**src/rtl/pwm_pkg.sv**
```systemverilog
// Shared PWM definitions: capture state encoding and default widths.
// Used by the PWM generator and by the capture block.
package pwm_pkg;

  typedef enum logic [1:0] {
    CAP_ACQUIRE = 2'd0,
    CAP_HIGH    = 2'd1,
    CAP_LOW     = 2'd2,
    CAP_STUCK   = 2'd3
  } cap_state_e;

  localparam int unsigned PWM_CNT_WIDTH   = 16;
  localparam int unsigned PWM_SYNC_STAGES = 2;
  localparam int unsigned PWM_TIMEOUT     = 1024;

endpackage

```
**src/rtl/bit_sync.sv**
```systemverilog
// Single-bit synchroniser: a chain of STAGES flops, all cleared by reset.
// STAGES must be at least 2.
module bit_sync #(
  parameter int unsigned STAGES = 2
) (
  input  logic clk,
  input  logic rst,
  input  logic d_i,
  output logic q_o
);

  logic [STAGES-1:0] chain_q;

  always_ff @(posedge clk or posedge rst) begin
    if (rst) begin
      chain_q <= '0;
    end else begin
      chain_q <= {chain_q[STAGES-2:0], d_i};
    end
  end

  assign q_o = chain_q[STAGES-1];

endmodule

```
**src/rtl/pwm_capture.sv**
```systemverilog
// Measures high time and period of an asynchronous PWM input in clk cycles,
// with a strobe per complete period and a stuck-input detector.
module pwm_capture
  import pwm_pkg::*;
#(
  parameter int unsigned CNT_WIDTH   = PWM_CNT_WIDTH,
  parameter int unsigned SYNC_STAGES = PWM_SYNC_STAGES,
  parameter int unsigned TIMEOUT     = PWM_TIMEOUT
) (
  input  logic                 clk,
  input  logic                 rst,
  input  logic                 pwm_in,
  output logic [CNT_WIDTH-1:0] high_cnt,
  output logic [CNT_WIDTH-1:0] period_cnt,
  output logic                 meas_valid,
  output logic                 stuck,
  output logic                 stuck_level
);

  localparam logic [CNT_WIDTH-1:0] CNT_ONE   = CNT_WIDTH'(1);
  localparam logic [CNT_WIDTH-1:0] CNT_LIMIT = CNT_WIDTH'(TIMEOUT);

  logic                 sync;
  logic                 sync_prev_q;
  logic                 rise;
  logic                 fall;
  cap_state_e           state_q;
  logic [CNT_WIDTH-1:0] cnt_q;
  logic [CNT_WIDTH-1:0] cnt_d;
  logic [CNT_WIDTH-1:0] hold_high_q;
  logic [CNT_WIDTH-1:0] high_cnt_q;
  logic [CNT_WIDTH-1:0] period_cnt_q;
  logic                 meas_valid_q;
  logic                 stuck_q;
  logic                 stuck_level_q;
  logic                 timeout;

  bit_sync #(
    .STAGES(SYNC_STAGES)
  ) u_sync (
    .clk(clk),
    .rst(rst),
    .d_i(pwm_in),
    .q_o(sync)
  );

  assign rise  = sync & ~sync_prev_q;
  assign fall  = ~sync & sync_prev_q;
  assign cnt_d = cnt_q + CNT_ONE;

  // A rise landing on the limit cycle is a real edge and beats the timeout.
  assign timeout = ((state_q == CAP_HIGH) || (state_q == CAP_LOW)) &&
                   (cnt_q == CNT_LIMIT) && !rise;

  always_ff @(posedge clk or posedge rst) begin
    if (rst) begin
      sync_prev_q   <= 1'b0;
      state_q       <= CAP_ACQUIRE;
      cnt_q         <= '0;
      hold_high_q   <= '0;
      high_cnt_q    <= '0;
      period_cnt_q  <= '0;
      meas_valid_q  <= 1'b0;
      stuck_q       <= 1'b0;
      stuck_level_q <= 1'b0;
    end else begin
      sync_prev_q  <= sync;
      meas_valid_q <= 1'b0;
      if (timeout) begin
        state_q       <= CAP_STUCK;
        stuck_q       <= 1'b1;
        stuck_level_q <= sync;
        high_cnt_q    <= '0;
        period_cnt_q  <= '0;
        meas_valid_q  <= 1'b1;
      end else begin
        case (state_q)
          CAP_ACQUIRE: begin
            if (rise) begin
              cnt_q   <= CNT_ONE;
              state_q <= CAP_HIGH;
            end
          end
          CAP_HIGH: begin
            cnt_q <= cnt_d;
            if (fall) begin
              hold_high_q <= cnt_q;
              state_q     <= CAP_LOW;
            end
          end
          CAP_LOW: begin
            if (rise) begin
              high_cnt_q   <= hold_high_q;
              period_cnt_q <= cnt_q;
              meas_valid_q <= 1'b1;
              cnt_q        <= CNT_ONE;
              state_q      <= CAP_HIGH;
            end else begin
              cnt_q <= cnt_d;
            end
          end
          CAP_STUCK: begin
            if (rise) begin
              stuck_q <= 1'b0;
              cnt_q   <= CNT_ONE;
              state_q <= CAP_HIGH;
            end else if (fall) begin
              stuck_q <= 1'b0;
              cnt_q   <= '0;
              state_q <= CAP_ACQUIRE;
            end
          end
          default: state_q <= CAP_ACQUIRE;
        endcase
      end
    end
  end

  assign high_cnt    = high_cnt_q;
  assign period_cnt  = period_cnt_q;
  assign meas_valid  = meas_valid_q;
  assign stuck       = stuck_q;
  assign stuck_level = stuck_level_q;

endmodule

```
**config.mk**
```make
export PLATFORM = sky130hd
export DESIGN_NAME = pwm_capture
export DESIGN_NICKNAME = d
export VERILOG_FILES = /design/src/rtl/pwm_pkg.sv /design/src/rtl/bit_sync.sv /design/src/rtl/pwm_capture.sv
export SDC_FILE = /design/constraint.sdc
export NUM_CORES = 1
export LEC_CHECK = 0
export BUFFER_PORTS_ARGS = -buffer_cell sky130_fd_sc_hd__clkbuf_2
export CORE_MARGIN = 3
export CORE_UTILIZATION = 30
export CTS_CLUSTER_SIZE = 8
export DETAILED_ROUTE_END_ITERATION = 12
export PLACE_DENSITY = 0.44
export SLEW_MARGIN = 20
export SYNTH_ARGS = -nofsm -noshare
export SYNTH_HDL_FRONTEND = slang
export SYNTH_SLANG_ARGS = --single-unit
```
**constraint.sdc**
```tcl
create_clock -name clk -period 2.92 [get_ports clk]
set_input_delay 0.146 -clock clk [delete_from_list [all_inputs] [get_ports clk]]
set_output_delay 0.146 -clock clk [all_outputs]
set_load 0.005 [all_outputs]
```
### Word-level counts from Yosys, hierarchy flattened

Cells that the tools add are included.

| word-level totals | value |
|---|---|
| memories | 0 |
| input bits | 3 |
| flip-flop bits (word level) | 72 |
| latch bits | 0 |
| memory bits (read-only) | 0 |
| RAM bits | 0 |

| operators by class | value |
|---|---|
| bitwise logic cells | 5 |
| eq/ne operators | 9 |
| $mul | 0 |
| div/mod/pow operators | 0 |
| order comparisons | 0 |
| shift-type cells | 0 |
| muxes and demuxes | 24 |
| reductions and logical operators | 15 |
| add/sub/neg operators | 1 |

Operator list:

| kind | number |
|---|---|
| $mux W16 | 10 |
| $pmux W16 S4 | 1 |
| $add A16 B1 Y16 const B | 1 |
| $eq A16 B11 Y1 const B | 1 |
| $mux W2 | 5 |
| $reduce_and A3 Y1 | 3 |
| $mux W1 | 7 |
| $ne A3 B3 Y1 const B | 2 |
| $pmux W2 S3 | 1 |
| $reduce_bool A2 Y1 | 3 |
| $eq A2 B2 Y1 const B | 2 |
| $ne A4 B4 Y1 const B | 1 |
| $reduce_and A2 Y1 | 2 |
| $ne A3 B1 Y1 const B | 1 |
| $not A1 Y1 | 3 |
| $reduce_bool A3 Y1 | 1 |
| $and A1 B1 Y1 | 2 |
| $eq A2 B1 Y1 const B | 1 |
| $logic_and A1 B1 Y1 | 2 |
| $logic_not A2 Y1 | 1 |
| $ne A2 B2 Y1 const B | 1 |
| $reduce_or A2 Y1 | 1 |
| $logic_not A1 Y1 | 1 |
| $logic_or A1 B1 Y1 | 1 |

### Logic depth before layout (Yosys ltp)

Gate-level depths: netlist of the first run.

| logic depth | value |
|---|---|
| depth after elaboration | 6 |
| mapped depth | 10 |
| depth with buffers taken out | 7 |

### Modules after synthesis

A second synthesis of the first run with hierarchy kept.

| second synthesis, totals | value |
|---|---|
| cell total of the unflattened synthesis | 327 |
| area total of the unflattened synthesis | 3278.1 µm² |

Modules (own cells, without submodules):

| module | seq. area each (µm²) | times used | area each (µm²) | cells each |
|---|---|---|---|---|
| pwm_capture | 1751.7 | 1 | 3224.3 | 324 |
| bit_sync | 50.0 | 1 | 53.8 | 3 |

### Worst setup path before layout of the first run

No wires, ideal clock.

| path | value |
|---|---|
| path type | register to register |
| from | register u_sync.chain_q[1] |
| to | register hold_high_q[0] |
| library setup time | 0.125 ns |
| cell stages (with the launch flop) | 8 |
| buffers on the path | 2 |
| arrival | 2.078 ns |
| required time | 2.795 ns |
| slack | 0.717 ns |
| cells stage by stage | dfrtp_1 ha_1 or3_1 or3_1 buf_2 nand3_4 buf_12 mux2_4 |

| on the way | value |
|---|---|
| cells in the longest elaborated chain, start to end | 5 |
| elaborated cells between the ends (all ways) | 7 |
| those cells by class | bitwise: 4; reduce/logical: 3 |

Ends and longest elaborated chain:

| item | line | text |
|---|---|---|
| from (decl) | bit_sync.sv:12 | `logic [STAGES-1:0] chain_q;` |
| from (signal assigned) | bit_sync.sv:18 | `chain_q <= {chain_q[STAGES-2:0], d_i};` |
| $and A1 B1 Y1 | pwm_capture.sv:47 | `assign rise = sync & ~sync_prev_q;` |
| $logic_not A1 Y1 | pwm_capture.sv:53 | `(cnt_q == CNT_LIMIT) && !rise;` |
| $logic_and A1 B1 Y1 | pwm_capture.sv:53 |  |
| $not A1 Y1 (no line) | - |  |
| $reduce_and A3 Y1 (no line) * | - |  |
| to (signal assigned) | pwm_capture.sv:87 | `hold_high_q <= cnt_q;` |
| to (decl) | pwm_capture.sv:30 | `logic [CNT_WIDTH-1:0] hold_high_q;` |

Mark *: on every way between the ends. The rest lies on a longest branch, timed or not.
A chain may end at the register's enable or synchronous reset.

### Worst setup path after layout of the first run

| path | value |
|---|---|
| from | register state_q[1] |
| to | register hold_high_q[9] |

| on the way | value |
|---|---|
| cells in the longest elaborated chain, start to end | 6 |
| elaborated cells between the ends (all ways) | 7 |
| those cells by class | eq/ne: 2; bitwise: 1; reduce/logical: 4 |

Ends and longest elaborated chain:

| item | line | text |
|---|---|---|
| from (decl) | pwm_capture.sv:27 | `cap_state_e state_q;` |
| from (signal assigned) | pwm_capture.sv:58 | `state_q <= CAP_ACQUIRE;` |
| from (signal assigned) | pwm_capture.sv:70 | `state_q <= CAP_STUCK;` |
| from (signal assigned) | pwm_capture.sv:81 | `state_q <= CAP_HIGH;` |
| $eq A2 B1 Y1 / $eq A2 B2 Y1 (equally long branches) | pwm_capture.sv:52, pwm_capture.sv:77 |  |
| $logic_or A1 B1 Y1 | pwm_capture.sv:52 | `assign timeout = ((state_q == CAP_HIGH) \|\| (state_q == CAP_LOW)) &&` |
| $logic_and A1 B1 Y1 | pwm_capture.sv:52 |  |
| $logic_and A1 B1 Y1 | pwm_capture.sv:53 |  |
| $not A1 Y1 (no line) | - |  |
| $reduce_and A3 Y1 (no line) * | - |  |

Marked as above.

==> results of run 1 <==
## state kept, by name (all words and copies together), names as in the netlist
name and flops:
stuck_level 1, high_cnt 16, u_sync.chain_q 2, sync_prev_q 1, hold_high_q 16, stuck 1
state_q 2, period_cnt 16, cnt_q 16, meas_valid 1
## synthesized netlist by cell type (all sizes together)
| cell | count |
|---|---|
| a22oi | 1 |
| a41oi | 2 |
| and2 | 2 |
| nand2b | 2 |
| a21boi | 3 |
| nand4 | 2 |
| dfrtp | 72 |
| nor2b | 3 |
| buf | 10 |
| or4 | 1 |
| inv | 12 |
| ha | 8 |
| o41ai | 3 |
| nand2 | 76 |
| a31oi | 3 |
| o21a | 1 |
| mux2 | 16 |
| nor4b | 2 |
| a21oi | 5 |
| o31ai | 9 |
| o21ai | 28 |
| or3 | 2 |
| nand3b | 1 |
| and4 | 2 |
| nor2 | 6 |
| clkbuf | 13 |
| nand3 | 43 |
| nor4 | 2 |
## stage by stage
step | total power [mW] | area, µm² | instances | setup WS (ps)
2_1_floorplan | 1.590 | 3291 | 330 | 717.3
3_3_place_gp | 1.787 | 3607 | 490 | 396.3
3_5_place_dp | 1.786 | 3607 | 490 | 393.4
4_1_cts | 2.697 | 3847 | 508 | 353.9
5_1_grt | 2.823 | 3847 | 508 | 199.9
6_report | 2.663 | 3847 | 508 | 373.7
## power by group through the flow
stage | Sequential, mW | Clock (mW) | Combinational (mW)
after floorplan | 1.14 | 0 | 0.450
after global placement | 1.16 | 0 | 0.627
after detailed placement | 1.16 | 0 | 0.623
after CTS | 1.14 | 0.920 | 0.633
after global routing | 1.15 | 0.964 | 0.707
final | 1.14 | 0.890 | 0.631
## path summary, 6_finish.rpt
check | from | end | slack, ps | cells after the start
max | state_q[1] | hold_high_q[9] | 370 | 7
min | u_sync.chain_q[0] | u_sync.chain_q[1] | 350 | 0
max reg2reg | state_q[1] | hold_high_q[9] | 370 | 7
min reg2reg | u_sync.chain_q[0] | u_sync.chain_q[1] | 350 | 0
max in group asynchronous | rst | period_cnt[8] | 1720 | 4
min in group asynchronous | rst | high_cnt[12] | 510 | 3
## worst max-delay path, delay by kind of cell, from the launching register on
family | cells | cell delay (ps)
buffers and inverters | 1 | 80
multiplexers | 1 | 370
AND/OR/NAND/NOR | 4 | 1300
flip-flops | 1 | 400
adder cells (fa/ha/maj) | 1 | 280
## routing by layer
metal  vias up  GRT usage  part of all wire
met5         -          0                 0
met4         0    0.04187             0.011
met3        12    0.03930             0.034
met2        57     0.2136              0.46
met1      1243     0.1886              0.49
li1       1208          -                 -
## final cells by class
cell class,instances,area [µm²],area share
tap,136,170.2,0.04423
inverter,12,45.04,0.01171
multi-input combinational,223,1318,0.3424
sequential,72,1802,0.4683
clock inverter,6,92.59,0.02407
timing repair buffer,49,292.8,0.07610
clock buffer,10,127.6,0.03317
## cell families (layout without fill, tap and decap cells)
group                    after synthesis  after routing  synth area share
AO/OA/AOI/OAI                         55             55            0.1011
adder cells (fa/ha/maj)                8              8           0.03042
flip-flops                            72             72            0.5475
multiplexers                          16             16           0.06616
buffers and inverters                 35             77           0.05209
AND/OR/NAND/NOR                      144            144            0.2027
## repair_timing
| action | in CTS | in global routing |
|---|---|---|
| resized for setup | 0 | 0 |
| hold buffers | 2 | 0 |
| setup buffers | 0 | 0 |
| hold endpoints to repair | 39 | 0 |
==> qor.yml, run 1 <==
outcome: "complete, no violations"
ys_seq_area_frac: 0.5475
fin_crit_sh: 0.8720
rows: 37
fin_skew_ps: 10.07
final_util: 0.3661
core_area_mm2: 0.01051
initial_utilization: 0.3131
required_ps: 3160
maxSlewHeadroom: 0.4142
power_frac_clock: 0.334
setup.worst_path.start_class: "flop"
wl_per_cell_um: 16.15
port_buffers: 37
first_iter_violations: 108
grt.total_usage: 0.1382
grt_pass1_wl_um: 13590
vias: 2520
end_kind: "flop"
ir_drop_uv: 362.2
synthCells: 330
worstSetupPathType: "flop to flop"
cts_buffers: 9
synth_area_leaders: "dfrtp_1, nand2_1, nand3_1, mux2_4, o21ai_0"
h-tree-depth: 3
setup_viol: 0
ys_types: 33
power_density_mw_per_mm2: 692.1
hold_viol_final: 0
area_growth_pct: 16.92
power_frac_comb: 0.237
slew_viol_final: 0
seq_power_share: 0.429
fin_nets: 378
die_w_um: 110.7
switching_share: 0.3272
hold_path_class: "flop to flop"
fp.dieH_um: 110.7
crit_arrival_ps: 2790
worstPathCellList: "inv_1 -> ha_1 -> nor4b_1 -> nand2_1 -> or3_1 -> nand3_4 -> mux2_2"
yosysTopAreaCell: "dfrtp_1"
first_global_vias: 2576
setup_tns_ps: 0
cts_tree: "done"
max_freq_ghz: 0.3927
critPathSlowestCell: "or3_1"
nFillCells: 1080
diodes: 0
slowest_delay_ps: 550
synth.avg_cell_area_um2: 9.972
synth-warning-count: 0
clkLatencyLatePin_ps: 350
ios: 38
root_buffer: "clkbuf_8"
tightest_slew_ps: 877.5
wl_um: 8202
hold_ws_ps: 352.5
internal_power_mw: 1.792
synth_top_area_share: 0.5475
mostFrequentLayoutCell: "nand2_1"
p_leak_nw: 1.965
cap_viol_max_count: 0
cp_max_fo: 16
die_area_mm2: 0.01226
syn_area_mm2: 0.003291
clk_pin_slew_worst_paths_ps: 80
place_congestion: 0.8174
drtAntennaViolNets: 0
final_cell_mix: "nand2_1, dfrtp_1, nand3_1"
drive_above_1_share: 0.2151
rsz0062_at_grt: "no"
grt_overflow: 0
hpwl_um: 5502
clock_path_buffers: 2
min_period_ps: 2546
via_per_inst: 4.961
grt_max_degree: 40
antenna_found_initial: 0
ys_ff_latch: 72
drc: 0
syn-num-nets: 341
dr.pass1.iters: 4
switching_power_mw: 0.8713
clock_sinks: 72
(Power assumes the default switching activity.)
==> run 2, diff against run 1 <==
--- a/config.mk
+++ b/config.mk
@@ -10,7 +10,7 @@
 export CORE_UTILIZATION = 30
 export CTS_CLUSTER_SIZE = 8
 export DETAILED_ROUTE_END_ITERATION = 12
-export PLACE_DENSITY = 0.44
+export PLACE_DENSITY = 0.45
 export SLEW_MARGIN = 20
 export SYNTH_ARGS = -nofsm -noshare
 export SYNTH_HDL_FRONTEND = slang
==> constraint.sdc (replaced) <==
create_clock -name clk -period 2.3 [get_ports clk]
set_input_delay 0.115 -clock clk [delete_from_list [all_inputs] [get_ports clk]]
set_output_delay 0.115 -clock clk [all_outputs]
set_load 0.005 [all_outputs]
==> qor.yml, run 2 (synthesized netlist as in run 1, its figures left out) <==
outcome: "complete, no violations"
cts_buffers: 9  # unchanged
ios: 38  # unchanged
critPathSlowestCell: "or3_4"
die_w_um: 110.7  # unchanged
reg2reg_slack_ps: 80  # -290 ps
hold_path_class: "flop to flop"
cts_tree: "done"
h-tree-depth: 3  # unchanged
clk_pin_slew_worst_paths_ps: 80  # about the same
slew_viol_final: 0  # unchanged
fin_crit_sh: 0.9638  # +0.09181
clkLatencyLatePin_ps: 340  # about the same
first_global_vias: 2603  # +1.0%
drc: 0  # unchanged
min_period_ps: 2217  # -329.5 ps
port_buffers: 37  # unchanged
crit_end: "hold_high_q[14]"
place_congestion: 0.7885  # -3.5%
crit_start: "u_sync.chain_q[1]"
core_area_mm2: 0.01051  # unchanged
mostFrequentLayoutCell: "nand2_1"
tightest_slew_ps: 605.8  # -271.7 ps
drtAntennaViolNets: 0  # unchanged
die_area_mm2: 0.01226  # unchanged
drive_above_1_share: 0.2571  # +0.04202
rows: 37  # unchanged
vias: 2517  # -0.12%
r2r_cells: 6  # -1
setup_viol: 0  # unchanged
required_ps: 2530  # -630 ps
grt_max_degree: 39  # -2.5%
setup.worst_path.start_class: "flop"
final_cell_mix: "nand2_1, dfrtp_1, nand3_1"
fin_skew_ps: 9.304  # -0.7633 ps
fp.dieH_um: 110.7  # unchanged
root_buffer: "clkbuf_8"
fin_area_mm2: 0.003984  # +3.5%
grt_pass1_wl_um: 13610  # +0.20%
wl_um: 8006  # -2.4%
fin_ws_ps: 83.17  # -290.5 ps
initial_utilization: 0.3131  # unchanged
slowest_delay_ps: 430  # -120 ps
crit_arrival_ps: 2450  # -340 ps
max_freq_ghz: 0.4511  # +15%
placed_cell_area_mm2: 0.003740  # +3.7%
cp_max_fo: 8  # -8
fin_nets: 396  # +4.8%
worstSetupPathType: "flop to flop"
clock_sinks: 72  # unchanged
via_per_inst: 4.794  # -3.4%
cap_viol_max_count: 0  # unchanged
area_growth_pct: 21.06
rsz0062_at_grt: "no"
power_density_mw_per_mm2: 831.6  # +20%
end_kind: "flop"
hpwl_um: 5605  # +1.9%
hold_viol_final: 0  # unchanged
nFillCells: 1085  # +0.46%
p_leak_nw: 2.063  # +5.0%
pre_cts_ws_ps: -11.41  # -404.8 ps
clock_path_buffers: 2  # unchanged
antenna_found_initial: 0  # unchanged
hold_ws_ps: 358.4  # +5.853 ps
diodes: 0  # unchanged
maxSlewHeadroom: 0.5919  # +0.1777
r2r-end: "hold_high_q[14]"
grt.total_usage: 0.1378  # -0.0004425
r2r_start: "u_sync.chain_q[1]"
wl_per_cell_um: 15.25  # -5.6%
dr.pass1.iters: 4  # unchanged
worstPathCellList: "ha_1 -> or3_1 -> or3_4 -> nand3_4 -> buf_4 -> mux2_4"
grt_overflow: 0  # unchanged
ir_drop_uv: 613.4  # +69%
first_iter_violations: 102  # -5.6%
run 2: layout make-up:
cell class,instances,area (µm²),share of cell area
Multi-Input combinational cell,223,1329,0.3335
Clock inverter,6,61.31,0.01539
Timing Repair Buffer,67,452.9,0.1137
Sequential cell,72,1802,0.4523
Clock buffer,9,123.9,0.03109
Tap cell,136,170.2,0.04271
Inverter,12,45.04,0.01131
run 2: how the worst min path moves through the flow:
stage | from | to | slack (ps) | depth (start not counted)
floorplan | pwm_in | u_sync.chain_q[0] | 150 | 0
global placement | rst | state_q[0] | 200 | 2
detailed placement | rst | state_q[0] | 210 | 2
CTS | u_sync.chain_q[0] | u_sync.chain_q[1] | 360 | 0
global route | u_sync.chain_q[0] | u_sync.chain_q[1] | 380 | 0
finish | u_sync.chain_q[0] | u_sync.chain_q[1] | 360 | 0
run 2: layer usage:
layer	vias up	routed length, µm	global-route usage
li1	1238	-	-
met1	1220	3956	0.1916
met2	53	3647	0.2067
met3	6	315	0.04094
met4	0	87	0.04269
met5	-	0	0
run 2: through the flow:
step / setup TNS [ps] / utilization / total power [mW] / std cells
final: 0 / 0.3791 / 3.313 / 525
after global routing: 0 / 0.3791 / 3.546 / 525
after CTS: 0 / 0.3786 / 3.358 / 525
after detailed placement: -50.40 / 0.3559 / 2.345 / 506
after global placement: 0 / 0.3559 / 2.347 / 506
after floorplan: 0 / - / 2.018 / 330
run 2: worst max-delay path: cells and delay by family (launching register included):
kind,cells,cell delay (ps)
multiplexers,1,290
buffers and inverters,1,160
flip-flops,1,400
adder cells (fa/ha/maj),1,230
AND/OR/NAND/NOR,3,1020
run 2: what timing repair did:
action,4_1_cts,5_1_grt
hold buffers,2,0
buffers inserted,2,0
setup endpoints to repair,6,15
hold endpoints to repair,25,0
resized for setup,1,2
run 2: power by group:
group | total (mW) | internal [mW] | switching (mW)
logic | 0.936 | 0.378 | 0.558
clock network | 0.969 | 0.491 | 0.478
registers | 1.41 | 1.36 | 0.0487
==> run 3, diff against run 2 <==
--- a/config.mk
+++ b/config.mk
@@ -7,10 +7,10 @@
 export LEC_CHECK = 0
 export BUFFER_PORTS_ARGS = -buffer_cell sky130_fd_sc_hd__clkbuf_2
 export CORE_MARGIN = 3
-export CORE_UTILIZATION = 30
+export CORE_UTILIZATION = 52
 export CTS_CLUSTER_SIZE = 8
 export DETAILED_ROUTE_END_ITERATION = 12
-export PLACE_DENSITY = 0.45
+export PLACE_DENSITY = 0.72
 export SLEW_MARGIN = 20
 export SYNTH_ARGS = -nofsm -noshare
 export SYNTH_HDL_FRONTEND = slang
==> qor.yml, run 3 (synthesized netlist as in run 1, its figures left out) <==
dr.pass1.iters: 4  # unchanged
grt_pass1_wl_um: 12050  # -12%
final_cell_mix: "nand2_1, dfrtp_1, nand3_1"
drive_above_1_share: 0.2583  # +0.001243
grt_overflow: 0  # unchanged
h-tree-depth: 3  # unchanged
fp.dieH_um: 85.55  # -23%
grt.total_usage: 0.2120  # +0.07424
drc: 0  # unchanged
required_ps: 2540  # about the same
die_w_um: 85.55  # -23%
cts_buffers: 9  # unchanged
setup.worst_path.start_class: "flop"
cts_tree: "done"
area_growth_pct: 18.97
rows: 28  # -24%
grtUsageMet1: 0.2867  # +0.09508
crit_end: "hold_high_q[10]"
tightest_slew_ps: 503.0  # -102.8 ps
r2r_cells: 6  # unchanged
power_frac_comb: 0.286  # +0.003
critPathTopFamily: "simple AND/OR/NAND/NOR gates"
nFillCells: 519  # -52%
via_per_inst: 5.564  # +16%
crit_arrival_ps: 2410  # -40 ps
clk_pin_slew_worst_paths_ps: 70  # about the same
first_global_vias: 2473  # -5.0%
worstSetupPathType: "flop to flop"
end_kind: "flop"
die_area_mm2: 0.007319  # -40%
outcome: "complete, no violations"
slew_viol_final: 0  # unchanged
drtAntennaViolNets: 0  # unchanged
regArea_mm2: 0.001802  # unchanged
use_met3: 0.05379  # +0.01286
cp_max_fo: 12  # +4
path_buf_inv: 1  # unchanged
ir_drop_uv: 659.5  # +7.5%
reg2reg_slack_ps: 130  # +50 ps
hpwl_um: 4833  # -14%
vias: 2593  # +3.0%
multi_input_area_mm2: 0.001329  # unchanged
hold_path_class: "flop to flop"
worstPathCellList: "ha_1 -> or3_1 -> or3_4 -> nand3_4 -> buf_12 -> mux2_2"
wl_um: 7233  # -9.7%
mostFrequentLayoutCell: "nand2_1"
diodes: 0  # unchanged
fin_nets: 397  # +0.25%
place_congestion: 0.8742  # +11%
gr-max-usage-layer: "met2"
antenna_found_initial: 0  # unchanged
setup_tns_ps: 0  # unchanged
hold_viol_final: 0  # unchanged
seq_power_share: 0.418  # -0.007
total_power_mw: 3.368  # +1.7%
cap_viol_max_count: 0  # unchanged
switching_share: 0.3207  # -0.006706
core_area_mm2: 0.006026  # -43%
setup_viol: 0  # unchanged
first_iter_violations: 337  # +230%
min_period_ps: 2171  # -45.34 ps
internal_power_mw: 2.288  # +2.7%
power_density_mw_per_mm2: 860.3  # +3.4%
switching_power_mw: 1.080  # -0.43%
use_met2: 0.3263  # +0.1196
clkLatencyLatePin_ps: 350  # about the same
crit_start: "u_sync.chain_q[1]"
grt_max_degree: 73  # +87%
maxSlewHeadroom: 0.6640  # +0.07208
critPathSlowestCell: "or3_4"
r2r-end: "hold_high_q[10]"
slowest_delay_ps: 430  # about the same
root_buffer: "clkbuf_8"
p_leak_nw: 2.066  # +0.13%
wl_per_cell_um: 15.52  # +1.8%
ios: 38  # unchanged
clock_path_buffers: 2  # unchanged
r2r_start: "u_sync.chain_q[1]"
initial_utilization: 0.5461  # +0.2330
crit_cells: 6  # unchanged
fin_skew_ps: 6.307  # -2.997 ps
clock_sinks: 72  # unchanged
whs_path_depth: 0  # unchanged
port_buffers: 37  # unchanged
max_freq_ghz: 0.4605  # +2.1%
rsz0062_at_grt: "no"
fin_crit_sh: 0.9441  # -0.01971
power_frac_clock: 0.296  # +0.004
==> run 3: area by class of cell <==
cell class,count,share of cell area
flip-flops and latches,72,0.4602
multi-input cells,223,0.3394
inverters,12,0.01151
well taps,75,0.02397
clock buffers,11,0.03611
clock inverters,5,0.01438
repair buffers,68,0.1144
==> run 3: metrics by stage <==
| stage | instances | instance area, µm² | worst slack, ps | util | hold slack [ps] |
|---|---|---|---|---|---|
| finish | 466 | 3915 | 128.5 | 0.6497 | 353.6 |
| global route | 466 | 3915 | 46.41 | 0.6497 | 368.6 |
| CTS | 466 | 3904 | 66.50 | 0.6478 | 355.8 |
| detailed placement | 446 | 3659 | 22.35 | 0.6071 | 211.6 |
| global placement | 446 | 3659 | 80.35 | 0.6071 | 209.3 |
| floorplan | 330 | 3291 | 97.33 | - | 146.4 |
==> run 3: timing repair <==
item / CTS / global route
gates resized for setup: 0 / 2
hold buffers: 2 / 0
setup endpoints to repair: 3 / 23
endpoints found under the hold margin: 73 / 0
buffers inserted: 2 / 0
==> run 3: worst min path at each step <==
stage                       from                end  slack, ps
3_3_place_gp                 rst       high_cnt[11]        210
4_1_cts        u_sync.chain_q[0]  u_sync.chain_q[1]        360
6_report       u_sync.chain_q[0]  u_sync.chain_q[1]        350
5_1_grt        u_sync.chain_q[0]  u_sync.chain_q[1]        370
2_1_floorplan             pwm_in  u_sync.chain_q[0]        150
3_5_place_dp                 rst       high_cnt[11]        210
==> run 3: metal layers <==
| layer | part of all wire | wire (µm) |
|---|---|---|
| met4 | 0.014 | 104 |
| met1 | 0.45 | 3272 |
| met3 | 0.052 | 374 |
| met5 | 0 | 0 |
| met2 | 0.48 | 3483 |
==> run 3: power groups by stage <==
stage / clock [mW] / sequential [mW] / combinational (mW)
5_1_grt: 1.07 / 1.42 / 1.08
2_1_floorplan: 0 / 1.45 / 0.572
3_3_place_gp: 0 / 1.43 / 0.890
4_1_cts: 1.02 / 1.41 / 0.947
3_5_place_dp: 0 / 1.43 / 0.923
6_report: 0.998 / 1.41 / 0.962
